`config.mk`:
```
export PLATFORM = sky130hd
export DESIGN_NAME = sum_block_acc
export DESIGN_NICKNAME = d
export VERILOG_FILES = /design/src/rtl/sum_block_acc.sv
export SDC_FILE = /design/constraint.sdc
export NUM_CORES = 1
export LEC_CHECK = 0
export ABC_AREA = 0
export CAP_MARGIN = 5
export CORE_UTILIZATION = 40
export CTS_BUF_LIST = sky130_fd_sc_hd__clkbuf_16
export DETAILED_ROUTE_END_ITERATION = 8
export PLACE_DENSITY_LB_ADDON = 0.2
export SYNTH_ARGS = -nofsm -noshare
export SYNTH_HDL_FRONTEND = slang
export SYNTH_SLANG_ARGS = --single-unit
```
`constraint.sdc`:
```
create_clock -name clk -period 3.1 [get_ports clk]
set_clock_uncertainty 0.05 [all_clocks]
set_input_delay 0.62 -clock clk [delete_from_list [all_inputs] [get_ports clk]]
set_output_delay 0.62 -clock clk [all_outputs]
set_load 0.05 [all_outputs]
```
`src/rtl/sum_block_acc.sv`:
```
// rtl/sum_block_acc.sv - block accumulator for add_1p sums, valid tracked through an ADD_LAT shift line
// Optional build macro: SUM_ACC_SAT_EN (saturate the accumulator on overflow instead of wrapping).
module sum_block_acc #(
   parameter int WIDTH     = 15,
   parameter int ACC_WIDTH = 24,
   parameter int LEN_WIDTH = 8,
   parameter int ADD_LAT   = 3
) (
   input  logic                 clk,
   input  logic                 rst,
   input  logic                 in_valid,
   input  logic [WIDTH-1:0]     sum,
   input  logic                 start,
   input  logic [LEN_WIDTH-1:0] blk_len,
   output logic                 busy,
   output logic [ACC_WIDTH-1:0] acc_out,
   output logic                 out_vld,
   output logic                 ovf
);

   typedef enum logic [1:0] {
      ST_IDLE = 2'd0,
      ST_RUN  = 2'd1,
      ST_DONE = 2'd2
   } state_t;

   state_t                 state_q;
   logic [ADD_LAT-1:0]     vl_q;
   logic [ADD_LAT-1:0]     vl_d;
   logic [LEN_WIDTH-1:0]   len_q;
   logic [LEN_WIDTH-1:0]   count_q;
   logic [LEN_WIDTH-1:0]   count_d;
   logic [ACC_WIDTH-1:0]   acc_q;
   logic [ACC_WIDTH-1:0]   acc_d;
   logic [ACC_WIDTH-1:0]   acc_out_q;
   logic                   out_vld_q;
   logic                   busy_q;
   logic                   ovf_q;
   logic [ACC_WIDTH:0]     add_full;
   logic                   carry;
   logic                   dv;
   logic                   last;

   // in_valid delayed by the adder latency so dv lines up with the matching sum
   always_comb begin
      vl_d    = '0;
      vl_d[0] = in_valid;
      for (int i = 1; i < ADD_LAT; i++) begin
         vl_d[i] = vl_q[i-1];
      end
   end

   assign dv       = vl_q[ADD_LAT-1];
   assign add_full = {1'b0, acc_q} + {{(ACC_WIDTH+1-WIDTH){1'b0}}, sum};
   assign carry    = add_full[ACC_WIDTH];
   assign count_d  = count_q + LEN_WIDTH'(1);
   assign last     = (count_q == (len_q - LEN_WIDTH'(1)));

`ifdef SUM_ACC_SAT_EN
   // once clamped, any further non-zero sample carries again, so the clamp holds
   assign acc_d = carry ? {ACC_WIDTH{1'b1}} : add_full[ACC_WIDTH-1:0];
`else
   assign acc_d = add_full[ACC_WIDTH-1:0];
`endif

   always_ff @(posedge clk or posedge rst) begin
      if (rst) begin
         state_q   <= ST_IDLE;
         vl_q      <= '0;
         len_q     <= '0;
         count_q   <= '0;
         acc_q     <= '0;
         acc_out_q <= '0;
         out_vld_q <= 1'b0;
         busy_q    <= 1'b0;
         ovf_q     <= 1'b0;
      end else begin
         vl_q      <= vl_d;
         out_vld_q <= 1'b0;
         case (state_q)
            ST_IDLE: begin
               if (start) begin
                  ovf_q   <= 1'b0;
                  acc_q   <= '0;
                  count_q <= '0;
                  if (blk_len != '0) begin
                     len_q   <= blk_len;
                     busy_q  <= 1'b1;
                     state_q <= ST_RUN;
                  end else begin
                     acc_out_q <= '0;
                     out_vld_q <= 1'b1;
                     state_q   <= ST_DONE;
                  end
               end
            end
            ST_RUN: begin
               if (dv) begin
                  acc_q   <= acc_d;
                  count_q <= count_d;
                  if (carry) begin
                     ovf_q <= 1'b1;
                  end
                  if (last) begin
                     acc_out_q <= acc_d;
                     out_vld_q <= 1'b1;
                     busy_q    <= 1'b0;
                     state_q   <= ST_DONE;
                  end
               end
            end
            ST_DONE: begin
               state_q <= ST_IDLE;
            end
            default: begin
               busy_q  <= 1'b0;
               state_q <= ST_IDLE;
            end
         endcase
      end
   end

   assign busy    = busy_q;
   assign acc_out = acc_out_q;
   assign out_vld = out_vld_q;
   assign ovf     = ovf_q;

endmodule

```
==> results of run 1 <==
[layer usage]
layer  wire length (um)  share of wire, %  vias to the layer above
met5                  0                 0                        -
met3                438               4.3                       15
li1                   -                 -                     1784
met2               4630                46                       86
met1               4970                49                     1694
met4                132               1.3                        0
[layout make-up]
type / instances / area (sq um)
Multi-Input combinational cell: 341 / 2300
Tap cell: 136 / 170
Sequential cell: 72 / 1800
Fill cell: 954 / 4810
Inverter: 16 / 60.1
Clock buffer: 9 / 225
Clock inverter: 7 / 103
Timing Repair Buffer: 93 / 856
[cell usage in the layout, fill, tap and decap left out, drive strengths merged, types with 8 or more instances in the layout]
cell type / synthesis / final
a21oi: 21 / 21
clkdlybuf4s50: 0 / 53
buf: 5 / 40
o31ai: 16 / 16
nor2: 20 / 20
xor2: 13 / 13
dfrtp: 72 / 72
inv: 16 / 18
xnor2: 21 / 21
o21ai: 36 / 36
nor3: 8 / 8
a21o: 10 / 10
and3: 8 / 8
clkbuf: 12 / 9
nand2: 63 / 63
ha: 17 / 17
mux2: 10 / 10
and2: 11 / 11
[where the power goes]
part	switching, mW	internal, mW	leakage (nW)
logic	1.76	1.35	1.39
registers	0.314	1.29	0.913
clock network	0.426	0.713	0.157
total	2.50	3.35	2.46
[metrics by stage]
stage / hold slack (ns) / std cells
global route: 0.311 / 674
detailed placement: 0.286 / 658
finish: 0.299 / 674
CTS: 0.301 / 674
floorplan: 0.281 / 446
global placement: 0.283 / 658
[repair_timing]
action,4_1_cts,5_1_grt
buffers inserted,0,0
endpoints found under the setup margin,0,2
resized for setup,0,2
[sequential cells by signal (all words and copies together) (netlist names)]
name	cells
state_q	2
busy	1
acc_q	24
out_vld	1
vl_q	3
ovf	1
len_q	8
count_q	8
acc_out	24
[cells by family (layout without fill, tap and decap cells)]
family | after synthesis | in the layout
DFF | 72 | 72
and+or+nand+nor | 152 | 152
adders and majority gates | 18 | 18
AOI/OAI and AO/OA | 126 | 126
muxes | 11 | 11
xor gates and xnor gates | 34 | 34
buffers and inverters | 33 | 125
[final timing paths]
| check | start | end | depth (start not counted) | slack (ns) |
|---|---|---|---|---|
| setup / recovery | sum[8] | acc_q[18] | 11 | 0.18 |
| hold / removal | vl_q[0] | vl_q[1] | 0 | 0.30 |
| setup reg to reg | len_q[0] | acc_out[16] | 7 | 0.53 |
| hold reg to reg | vl_q[0] | vl_q[1] | 0 | 0.30 |
| max in group asynchronous | rst | acc_q[8] | 3 | 2.04 |
| min in group asynchronous | rst | len_q[1] | 3 | 0.64 |
==> flow_metrics.py, run 1 <==
metrics = {
    "floorplanning": {
        "die_x_um": 105,
        "start_util_pct": 41.1,
        "die_h_um": 105,
        "die-area_sq_um": 11000,
        "core_area_sq_um": 10300,
        "num_io_pins": 54,
        "rows": 37,
    },
    "global_routing": {
        "grtUsageMet1_pct": 27.6,
        "antenna_found_initial": 0,
        "gr-usage-met3_pct": 3.06,
        "grt_use_total_pct": 19.9,
        "grt-busiest-layer": "met2",
        "overflow": 0,
        "grt_pass1_vias": 3582,
        "grt_first_pass_wirelength_mm": 17.4,
        "met2_usage_pct": 31.4,
        "grt_max_degree": 73,
    },
    "cts": {
        "clk_pin_slew_worst_paths_ns": 0.06,
        "cts_buffers": 9,
        "clockBufferDepth": 2,
        "cts_tree": "done",
        "cts-root-buf": "clkbuf_16",
        "insertion_delay_ns": 0.33,
        "cts-hold-fix-buffers": 0,
        "htreeDepth": 3,
        "cts.sink_count": 72,
    },
    "logic_synthesis": {
        "synth-compound-area-share_pct": 20.4,
        "ys_top_cells_by_count": "dfrtp_1, nand2_1, o21ai_0",
        "syn_avg_cell_area_sq_um": 9.52,
        "synthCells": 446,
        "synthDistinctLibCells": 60,
        "syn_area_sq_um": 4240,
        "synthArstFlopShare_pct": 100,
        "synth_top_family_by_area": "compound AO/OA/AOI/OAI gates",
        "synth-simple-area-share_pct": 17.9,
        "synthAdderAreaFrac_pct": 5.48,
        "syn_nets": 491,
        "yosys_warnings": 0,
        "yosysTopAreaCell": "dfrtp_1",
        "synth_ff_type": "dfrtp_1",
        "synth_mux_area_share_pct": 3.07,
        "synth_top_area_share_pct": 42.5,
        "ys_seq_elements": 72,
        "yosysMostFrequentCell": "dfrtp_1",
        "synth_edf_count": 0,
        "yosysSeqAreaShare_pct": 42.5,
        "synth_xor_area_share_pct": 7.02,
        "synth_area_leaders": "dfrtp_1, nand2_1, ha_1",
    },
    "setup_path": {
        "path_class": "primary input to register",
        "cp.arrival_ns": 3.08,
        "path_delay_family": "compound AO/OA/AOI/OAI gates",
        "critPathMaxStageDelay_ns": 0.41,
        "crit_fanout": 4,
        "endpoint_kind": "register",
        "cpMaxStageDelayCell": "clkdlybuf4s50_1",
        "critPathRequiredTime_ns": 3.26,
        "path_cells": "clkdlybuf4s50_1 > ha_1 > a21oi_1 > a21boi_0 > a311oi_1 > a21boi_0 > buf_4 > o21ai_0 > buf_4 > nor3_1 > a211o_1",
        "cp-start-kind": "primary input",
        "path_buf_inv": 3,
    },
    "timing": {
        "max_freq_mhz": 343,
        "setup_viol": 0,
        "drv_slew": 0,
        "setup_ws_ns": 0.182,
        "hold_viol": 0,
        "tns_ns": 0,
        "finalCriticalPeriod_ns": 2.92,
        "worst_pin_slew_ns": 0.905,
        "rsz0062_at_grt": "no",
        "relSlewSlack_pct": 39.6,
        "period_share_pct": 94.1,
    },
    "power_and_ir_drop": {
        "max-vdd-ir-drop_v": 0.000461,
        "power_mw": 5.84,
        "power_leakage_nw": 2.46,
        "power_density_nw_per_um2": 1060,
    },
    "placement": {
        "gp_congestion": 0.903,
        "numPortBuffers": 53,
        "dp_slack_ns": -0.211,
        "dpl.hpwl_mm": 7.48,
        "placed_area_sq_um": 5180,
    },
    "final_layout": {
        "fin_nets": 578,
        "area_growth_pct": 30.0,
        "n_antenna_cell": 0,
        "drive_above_1_share_pct": 15.1,
        "fin_util_pct": 53.4,
        "final_area_sq_um": 5520,
    },
    "min_path": {
        "hp-class": "register to register",
    },
    "outcome": {
        "status": "complete, no violations",
    },
    "routing": {
        "viasPerCell": 5.31,
        "drc": 0,
        "final_antenna_net_count": 0,
        "drt_iter0_drc": 180,
        "drt_wl_total_mm": 10.2,
        "detail_route.wl_per_cell_um": 15.1,
        "dr.pass1.iters": 4,
        "vias": 3579,
    },
    "job": {
        "maxCapViolations": 0,
    },
}
Note: power is estimated with default switching activity, not from simulation.
==> run 2, diff against run 1 <==
--- a/config.mk
+++ b/config.mk
@@ -7,7 +7,7 @@
 export LEC_CHECK = 0
 export ABC_AREA = 0
 export CAP_MARGIN = 5
-export CORE_UTILIZATION = 40
+export CORE_UTILIZATION = 35
 export CTS_BUF_LIST = sky130_fd_sc_hd__clkbuf_16
 export DETAILED_ROUTE_END_ITERATION = 8
 export PLACE_DENSITY_LB_ADDON = 0.2
==> flow_metrics.py, run 2 (same netlist as run 1, synthesis figures left out) <==
metrics = {
    "outcome": {
        "status": "complete, but fails checks",
        "violations": "design-rule violations",
    },
    "placement": {
        "gp_congestion": 0.831,
        "dpl.hpwl_mm": 8.02,
        "numPortBuffers": 53,
        "dp_slack_ns": -0.194,
    },
    "setup_path": {
        "path_buf_inv": 3,
        "path_cells": "clkdlybuf4s50_1 > ha_1 > inv_1 > fa_1 > nand2b_1 > a21oi_2 > o211ai_1 > a21boi_0 > buf_4 > o21ai_0 > and3_1 > a211o_1",
        "cpMaxStageDelayCell": "clkdlybuf4s50_1",
        "path_class": "primary input to register",
        "cp-start-kind": "primary input",
        "reg2reg_depth": 7,
        "endpoint_kind": "register",
        "cp.arrival_ns": 3.06,
        "critPathRequiredTime_ns": 3.27,
        "crit_fanout": 3,
        "critPathMaxStageDelay_ns": 0.46,
        "path_delay_family": "compound AO/OA/AOI/OAI gates",
        "path_depth": 12,
    },
    "final_layout": {
        "final_common_cell": "dfrtp_1",
        "ff_latch_area_sq_um": 1800,
        "multi_input_area_sq_um": 2300,
        "n_antenna_cell": 0,
        "fillers": 1123,
        "layout_common_cells": "dfrtp_1, nand2_1, clkdlybuf4s50_1",
        "drive_above_1_share_pct": 13.7,
        "fin_nets": 573,
        "area_growth_pct": 28.3,
    },
    "timing": {
        "tns_ns": 0,
        "hold-worst-slack_ns": 0.297,
        "relSlewSlack_pct": 40.9,
        "hold_viol": 0,
        "drv_slew": 0,
        "worst_pin_slew_ns": 0.887,
        "setup_ws_ns": 0.214,
        "setup_viol": 0,
        "rsz0062_at_grt": "no",
        "max_freq_mhz": 346,
        "period_share_pct": 93.1,
        "finalCriticalPeriod_ns": 2.89,
    },
    "global_routing": {
        "grt_use_total_pct": 17.7,
        "gr-usage-met3_pct": 3.94,
        "met2_usage_pct": 28.7,
        "grtUsageMet1_pct": 23.5,
        "antenna_found_initial": 0,
        "grt_first_pass_wirelength_mm": 17.4,
        "grt_max_degree": 28,
        "overflow": 0,
        "grt_pass1_vias": 3549,
        "grt-busiest-layer": "met2",
    },
    "power_and_ir_drop": {
        "power_density_nw_per_um2": 1040,
        "max-vdd-ir-drop_v": 0.000564,
        "power_mw": 5.64,
        "power_leakage_nw": 2.43,
    },
    "cts": {
        "cts.sink_count": 72,
        "clockBufferDepth": 2,
        "cts-root-buf": "clkbuf_16",
        "clk_pin_slew_worst_paths_ns": 0.05,
        "htreeDepth": 3,
        "cts-hold-fix-buffers": 0,
        "cts_buffers": 9,
        "cts_tree": "done",
        "insertion_delay_ns": 0.34,
    },
    "floorplanning": {
        "die_h_um": 112,
        "start_util_pct": 36.5,
        "num_io_pins": 54,
        "die-area_sq_um": 12600,
        "die_x_um": 112,
        "core_area_sq_um": 11600,
        "rows": 39,
    },
    "routing": {
        "viasPerCell": 5.27,
        "drt_iter0_drc": 163,
        "dr.pass1.iters": 6,
        "drc": 1,
        "final_antenna_net_count": 0,
        "vias": 3564,
        "detail_route.wl_per_cell_um": 15.4,
        "drt_wl_total_mm": 10.4,
    },
    "job": {
        "maxCapViolations": 0,
    },
    "min_path": {
        "holdPathStages": 0,
        "hp-class": "register to register",
    },
}
==> run 2: cell types whose count changed in the layout (fill, tap and decap cells not counted) <==
cell       delta
buf_4         -5
clkinv_2      +2
inv_6         -2
a211oi_1      +1
a211oi_2      -1
bufinv_16     -1
clkinv_1      +1
clkinv_4      -1
inv_1         +1
==> run 2: per-stage QoR <==
| stage | instance area, sq um | instances | util [%] |
|---|---|---|---|
| floorplan | 4240 | 446 | - |
| global placement | 5150 | 660 | 44.4 |
| detailed placement | 5150 | 660 | 44.4 |
| CTS | 5440 | 676 | 46.9 |
| global route | 5450 | 676 | 46.9 |
| finish | 5450 | 676 | 46.9 |
==> run 2: worst register-to-register path, delay by kind of cell, from the launching register on <==
family	cells	cell delay, ns
and+or+nand+nor	2	0.70
buffers and inverters	1	0.30
DFF	1	0.41
AOI/OAI and AO/OA	4	0.95
==> run 2: routing by layer <==
metal | up-vias | share of wire (%) | wire length (um)
li1 | 1772 | - | -
met1 | 1714 | 48 | 5000
met3 | 13 | 4.1 | 431
met4 | 0 | 1.6 | 163
met2 | 65 | 46 | 4800
met5 | - | 0 | 0
==> run 2: power by group <==
group,switching (mW),internal (mW)
clock,0.386,0.615
sequential,0.312,1.29
combinational,1.74,1.30
total,2.43,3.21
==> run 2: path summary, 6_finish.rpt <==
kind | endpoint | start | slack, ns
min in group asynchronous | acc_out[21] | rst | 0.66
min reg2reg | vl_q[1] | vl_q[0] | 0.30
max | acc_q[18] | sum[0] | 0.21
min | vl_q[1] | vl_q[0] | 0.30
max in group asynchronous | acc_q[0] | rst | 1.78
max reg2reg | acc_out[16] | len_q[0] | 0.55
==> run 2: layout make-up <==
cell class / count / area share (%)
clock buffer: 9 / 4.14
clock inverter: 7 / 1.17
inverter: 16 / 1.10
multi-input combinational: 341 / 42.2
sequential: 72 / 33.1
tap: 143 / 3.29
timing repair buffer: 88 / 15.0
==> run 2: timing repair <==
item	CTS	global route
setup buffers	0	0
resized for setup	0	1
setup endpoints to repair	0	1
==> run 3, diff against run 2 <==
--- a/config.mk
+++ b/config.mk
@@ -10,7 +10,9 @@
 export CORE_UTILIZATION = 35
 export CTS_BUF_LIST = sky130_fd_sc_hd__clkbuf_16
 export DETAILED_ROUTE_END_ITERATION = 8
+export HOLD_SLACK_MARGIN = 0.12
 export PLACE_DENSITY_LB_ADDON = 0.2
+export SETUP_SLACK_MARGIN = 0.02
 export SYNTH_ARGS = -nofsm -noshare
 export SYNTH_HDL_FRONTEND = slang
 export SYNTH_SLANG_ARGS = --single-unit
==> results of run 3 <==
No change in the layout: final DEF, timing and power equal those of run 2.
==> edit 1 (settings of run 1) <==
Add a define of `SUM_ACC_SAT_EN`.
--- a/src/rtl/sum_block_acc.sv
+++ b/src/rtl/sum_block_acc.sv
@@ -1,5 +1,7 @@
 // rtl/sum_block_acc.sv - block accumulator for add_1p sums, valid tracked through an ADD_LAT shift line
 // Optional build macro: SUM_ACC_SAT_EN (saturate the accumulator on overflow instead of wrapping).
+`define SUM_ACC_SAT_EN
+
 module sum_block_acc #(
    parameter int WIDTH     = 15,
    parameter int ACC_WIDTH = 24,
Formal check against the unedited RTL: same outputs for any inputs over 4 cycles, from zero or initial values and one cycle with rst high; that may be too few to reach the edited logic, so the function may still have changed.
==> edit 1 against run 1 <==
  * Wire length is 6.0% higher
  * Count of clock-buffer cells in the layout unchanged
  * Synthesized area up 2.2%
  * Sequential share of layout area down 0.50 points
  * Fmax grew 0.73%
  * First-iteration DRC count up 8.3%
  * Sequential power decreased by 3%
  * Power fell by 5.0%
  * Setup slack improved by 0.021 ns
  * Worst hold slack lost 0.0044 ns
  * Sequential cell count unchanged
  * Final area rose by 1.6%
  * Largest power group unchanged
  * Highest routed layer unchanged
==> edit 1: results (changes against run 1) <==
Outcome
  • Status: complete, no violations

Synth
  • Post-synth net total: 523 (+6.5%)
  • Synthesized instance count: 478 (+7.2%)
  • Largest cells by area after synthesis: dfrtp_1 (42%), nand2_1 (5.9%), ha_1 (4.9%)
  • Seq/Total Area, Yosys: 41.5% (-0.91 points)
  • Netlist cell types: 64 (+6.7%)

Layout
  • Final Net Count: 607 (+5.0%)
  • FILL cells: 952 (-0.21%)
  • Ratio of cells with drive above 1 in the final layout: 15.2% (+0.11 points)

Power and ir drop
  • Leakage: 2.45 nW (-0.70%)
  • VDD IR max: 0.433 mV (-6.3%)

Route
  • Total Wirelength: 10,800 um (+6.0%)
  • Vias: 3,781 (+5.6%)
  • WL per Instance: 15.3 um (+1.6%)
  • Iter 0 DRT Violations: 195 (+8.3%)
  • TritonRoute pass-1 iters: 5 (+1)

Worst setup path
  • CP max FO: 5 (+1)
  • Slowest CP cell: fa_1
  • Critical Path AT: 3.11 ns (+0.03 ns)

Clock network
  • Total CTS buffers: 9 (unchanged)

Global route
  • Total track usage: 20.9% (+0.98 points)
  • Vias in the first global route: 3,692 (+3.1%)
  • First-pass GRT wire length: 18,400 um (+5.4%)

Placement
  • Placed Cells: 687 (+4.4%)
  • Placed Area: 0.00529 mm2 (+2.0%)
  • DP HPWL: 8060 um (+7.7%)

STA
  • Slew margin rel.: 41.5% (+1.9 points)
-- edit 1: cells by family (layout without fill, tap and decap cells) --
kind of cell | after synthesis | after routing | share of synthesized area, %
adder cells (fa/ha/maj) | 18 | 18 | 5.37
AND/OR/NAND/NOR | 167 | 167 | 18.5
XOR/XNOR | 30 | 30 | 6.06
multiplexers | 7 | 7 | 1.79
buffers and inverters | 30 | 119 | 3.03
AO/OA/AOI/OAI | 154 | 154 | 23.7
flip-flops | 72 | 72 | 41.5
-- edit 1: area by class of cell --
cell class / count / area (um2) / area share (%)
clock buffers: 9 / 225 / 4.02
clock inverters: 7 / 87.6 / 1.56
inverters: 6 / 22.5 / 0.402
multi-input cells: 376 / 2410 / 43.0
flip-flops and latches: 72 / 1800 / 32.2
well taps: 136 / 170 / 3.04
repair buffers: 97 / 886 / 15.8
-- edit 1: metal layers --
layer	routed length (um)	GRT usage, %	vias up
met1	5120	28.6	1785
li1	-	-	1886
met3	433	3.25	23
met5	0	0	-
met2	4920	32.2	87
met4	303	10.2	0
-- edit 1: per-stage QoR --
stage                     setup slack, ns  total power, mW  setup TNS, ns  utilization (%)
after floorplan                     0.296             3.56              0                -
after global placement             -0.137             4.41          -3.46             50.8
after detailed placement           -0.185             4.45          -5.23             50.8
after CTS                           0.135             5.57              0             53.8
after global routing               0.0561             5.96              0             53.8
final                               0.203             5.55              0             53.8
-- edit 1: timing repair --
| item | in CTS | in global routing |
|---|---|---|
| buffers inserted | 0 | 0 |
| gates resized for setup | 0 | 1 |
| endpoints found under the setup margin | 0 | 1 |
-- edit 1: path summary, 6_finish.rpt --
| kind | from | to | slack (ns) | cells after the start |
|---|---|---|---|---|
| setup / recovery | sum[0] | acc_out[20]$_DFFE_PP0P_ | 0.20 | 11 |
| hold / removal | vl_q[1]$_DFF_PP0_ | vl_q[2]$_DFF_PP0_ | 0.29 | 0 |
| hold reg to reg | vl_q[1]$_DFF_PP0_ | vl_q[2]$_DFF_PP0_ | 0.29 | 0 |
| setup reg to reg | acc_q[0]$_DFFE_PP0P_ | acc_out[20]$_DFFE_PP0P_ | 0.53 | 10 |
| max in group asynchronous | rst | acc_q[15]$_DFFE_PP0P_ | 2.06 | 3 |
| min in group asynchronous | rst | acc_q[3]$_DFFE_PP0P_ | 0.63 | 3 |
-- edit 1: report_power, final --
part / switching [mW] / leakage [nW] / internal (mW) / total [mW]
clock: 0.403 / 0.150 / 0.697 / 1.10
combinational: 1.67 / 1.36 / 1.23 / 2.90
sequential: 0.299 / 0.933 / 1.25 / 1.55
==> edit 2 (config.mk and constraints of run 1) <==
Without the edit above. Put one more register stage on the output `acc_out`, cleared by the reset. The value now appears one clock later. The other outputs are not delayed to match.
--- a/src/rtl/sum_block_acc.sv
+++ b/src/rtl/sum_block_acc.sv
@@ -121,7 +121,13 @@
    end
 
    assign busy    = busy_q;
-   assign acc_out = acc_out_q;
+   always_ff @(posedge clk or posedge rst) begin
+      if (rst) begin
+         acc_out <= '0;
+      end else begin
+         acc_out <= acc_out_q;
+      end
+   end
    assign out_vld = out_vld_q;
    assign ovf     = ovf_q;
 
Check against the original RTL: not equivalent (a bounded check fails within 10 cycles, from zero or initial values and one cycle with rst high).
==> edit 2 against run 1 <==
  * Setup slack improved by 0.029 ns
  * Worst hold slack improved by 0.0097 ns
  * Count of clock-buffer cells in the layout unchanged
  * Power increased by 5.3%
  * Sequential share of layout area increased by 8.0 points
  * Final area increased by 7.0%
  * Register-to-register slack got worse by 0.20 ns
  * Global-route usage decreased by 1.2 points
  * Sequential power increased by 31%
  * Wire length increased by 5.9%
  * Synthesized area increased by 11%
  * Critical path depth increased by 1
  * Final cell count increased by 2.1%
  * Sequential cell count increased by 24
  * Critical path type unchanged
  * Critical endpoint is now acc_q[10]$_DFFE_PP0P_
  * Highest routed layer unchanged
==> edit 2: results (changes against run 1) <==
Placement
  • Placed Cells: 672 (+2.1%)
  • Global placement routability congestion: 0.881 (-2.3%)

Global route
  • Total track usage: 18.7% (-1.2 points)
  • Largest net degree at the start of global routing: 47 (-36%)
  • First-pass GRT wire length: 18,100 um (+3.6%)

Route
  • Iter 0 DRT Violations: 184 (+2.2%)
  • Met2 Routed Length: 5110 um (+10%)
  • DRT met1 WL: 4960 um (-0.20%)
  • Vias: 3,738 (+4.4%)

Synth
  • Syn_area_per_cell: 10.2 um2 (+7.4%)
  • Post-synth net total: 506 (+3.1%)
  • Seq/Total Area, Yosys: 51.0% (+8.6 points)
  • Largest cells by area after synthesis: dfrtp_1 (51%), ha_1 (4.5%), nand3_1 (4.1%)
  • Post-synth top cells: dfrtp_1 (96), nand2_1 (52), nand3_1 (39)

Layout
  • Post-route insts no fill: 688 (+2.1%)
  • Final Net Count: 585 (+1.2%)
  • Ratio of cells with drive above 1 in the final layout: 11.7% (-3.3 points)

Hold path
  • End of the worst hold path: vl_q[2]$_DFF_PP0_
  • HP Start: vl_q[1]$_DFF_PP0_

Worst setup path
  • Critical Path AT: 3.06 ns (-0.02 ns)
  • Reg2reg end: acc_out_q[17]$_DFFE_PP0P_
  • Worst Reg-to-Reg Cells: 9 (+2)
  • CP max stage delay: 0.46 ns (+0.05 ns)
  • Crit-path leading delay family: buffers and inverters
  • FF-to-FF setup slack: 0.33 ns (-0.20 ns)
  • CP max FO: 3 (-1)

Outcome
  • Status: complete, no violations

Power and ir drop
  • VDD IR max: 0.534 mV (+16%)

STA
  • Worst-Margin Slew: 0.680 ns (-0.226 ns)
[edit 2: report_power, final]
group | internal, mW | leakage, nW | switching [mW] | total [mW]
clock | 0.611 | 0.147 | 0.459 | 1.07
sequential | 1.73 | 1.22 | 0.357 | 2.09
combinational | 1.29 | 1.30 | 1.70 | 2.99
total | 3.63 | 2.67 | 2.52 | 6.15
[edit 2: kinds of logic after synthesis]
logic type,share of synthesized area (%)
adders and majority gates,4.94
buffers and inverters,2.36
AOI/OAI and AO/OA,17.2
muxes,2.07
xor gates and xnor gates,5.02
DFF,51.0
and+or+nand+nor,17.3
[edit 2: layout make-up]
cell class | count | area [um2]
Fill cell | 1047 | 5560
Inverter | 9 | 37.5
Multi-Input combinational cell | 339 | 2210
Clock inverter | 7 | 55.1
Clock buffer | 9 | 225
Sequential cell | 96 | 2400
Timing Repair Buffer | 85 | 796
Tap cell | 143 | 179
[edit 2: repair_timing]
action	4_1_cts	5_1_grt
resized for setup	0	3
hold buffers	0	0
endpoints found under the setup margin	0	8
endpoints found under the hold margin	0	0
[edit 2: worst max-delay path by stage]
stage             from                    end  depth (start not counted)
6_report        sum[0]  acc_q[10]$_DFFE_PP0P_                         12
5_1_grt         sum[0]  acc_q[10]$_DFFE_PP0P_                         12
4_1_cts         sum[0]  acc_q[16]$_DFFE_PP0P_                         11
3_5_place_dp    sum[0]  acc_q[16]$_DFFE_PP0P_                         11
3_3_place_gp    sum[0]  acc_q[16]$_DFFE_PP0P_                         11
2_1_floorplan  sum[10]  acc_q[17]$_DFFE_PP0P_                          8
[edit 2: per-stage QoR]
stage / worst slack [ns] / total power [mW]
after floorplan: 0.509 / 4.12
after global placement: -0.215 / 5.00
after detailed placement: -0.280 / 5.08
after CTS: 0.0988 / 6.19
after global routing: 0.0396 / 6.59
final: 0.211 / 6.15
[edit 2: per-layer routing]
| layer | global-route usage [%] | up-vias |
|---|---|---|
| li1 | - | 1836 |
| met1 | 25.2 | 1810 |
| met2 | 28.9 | 77 |
| met3 | 3.35 | 15 |
| met4 | 9.51 | 0 |
| met5 | 0 | - |
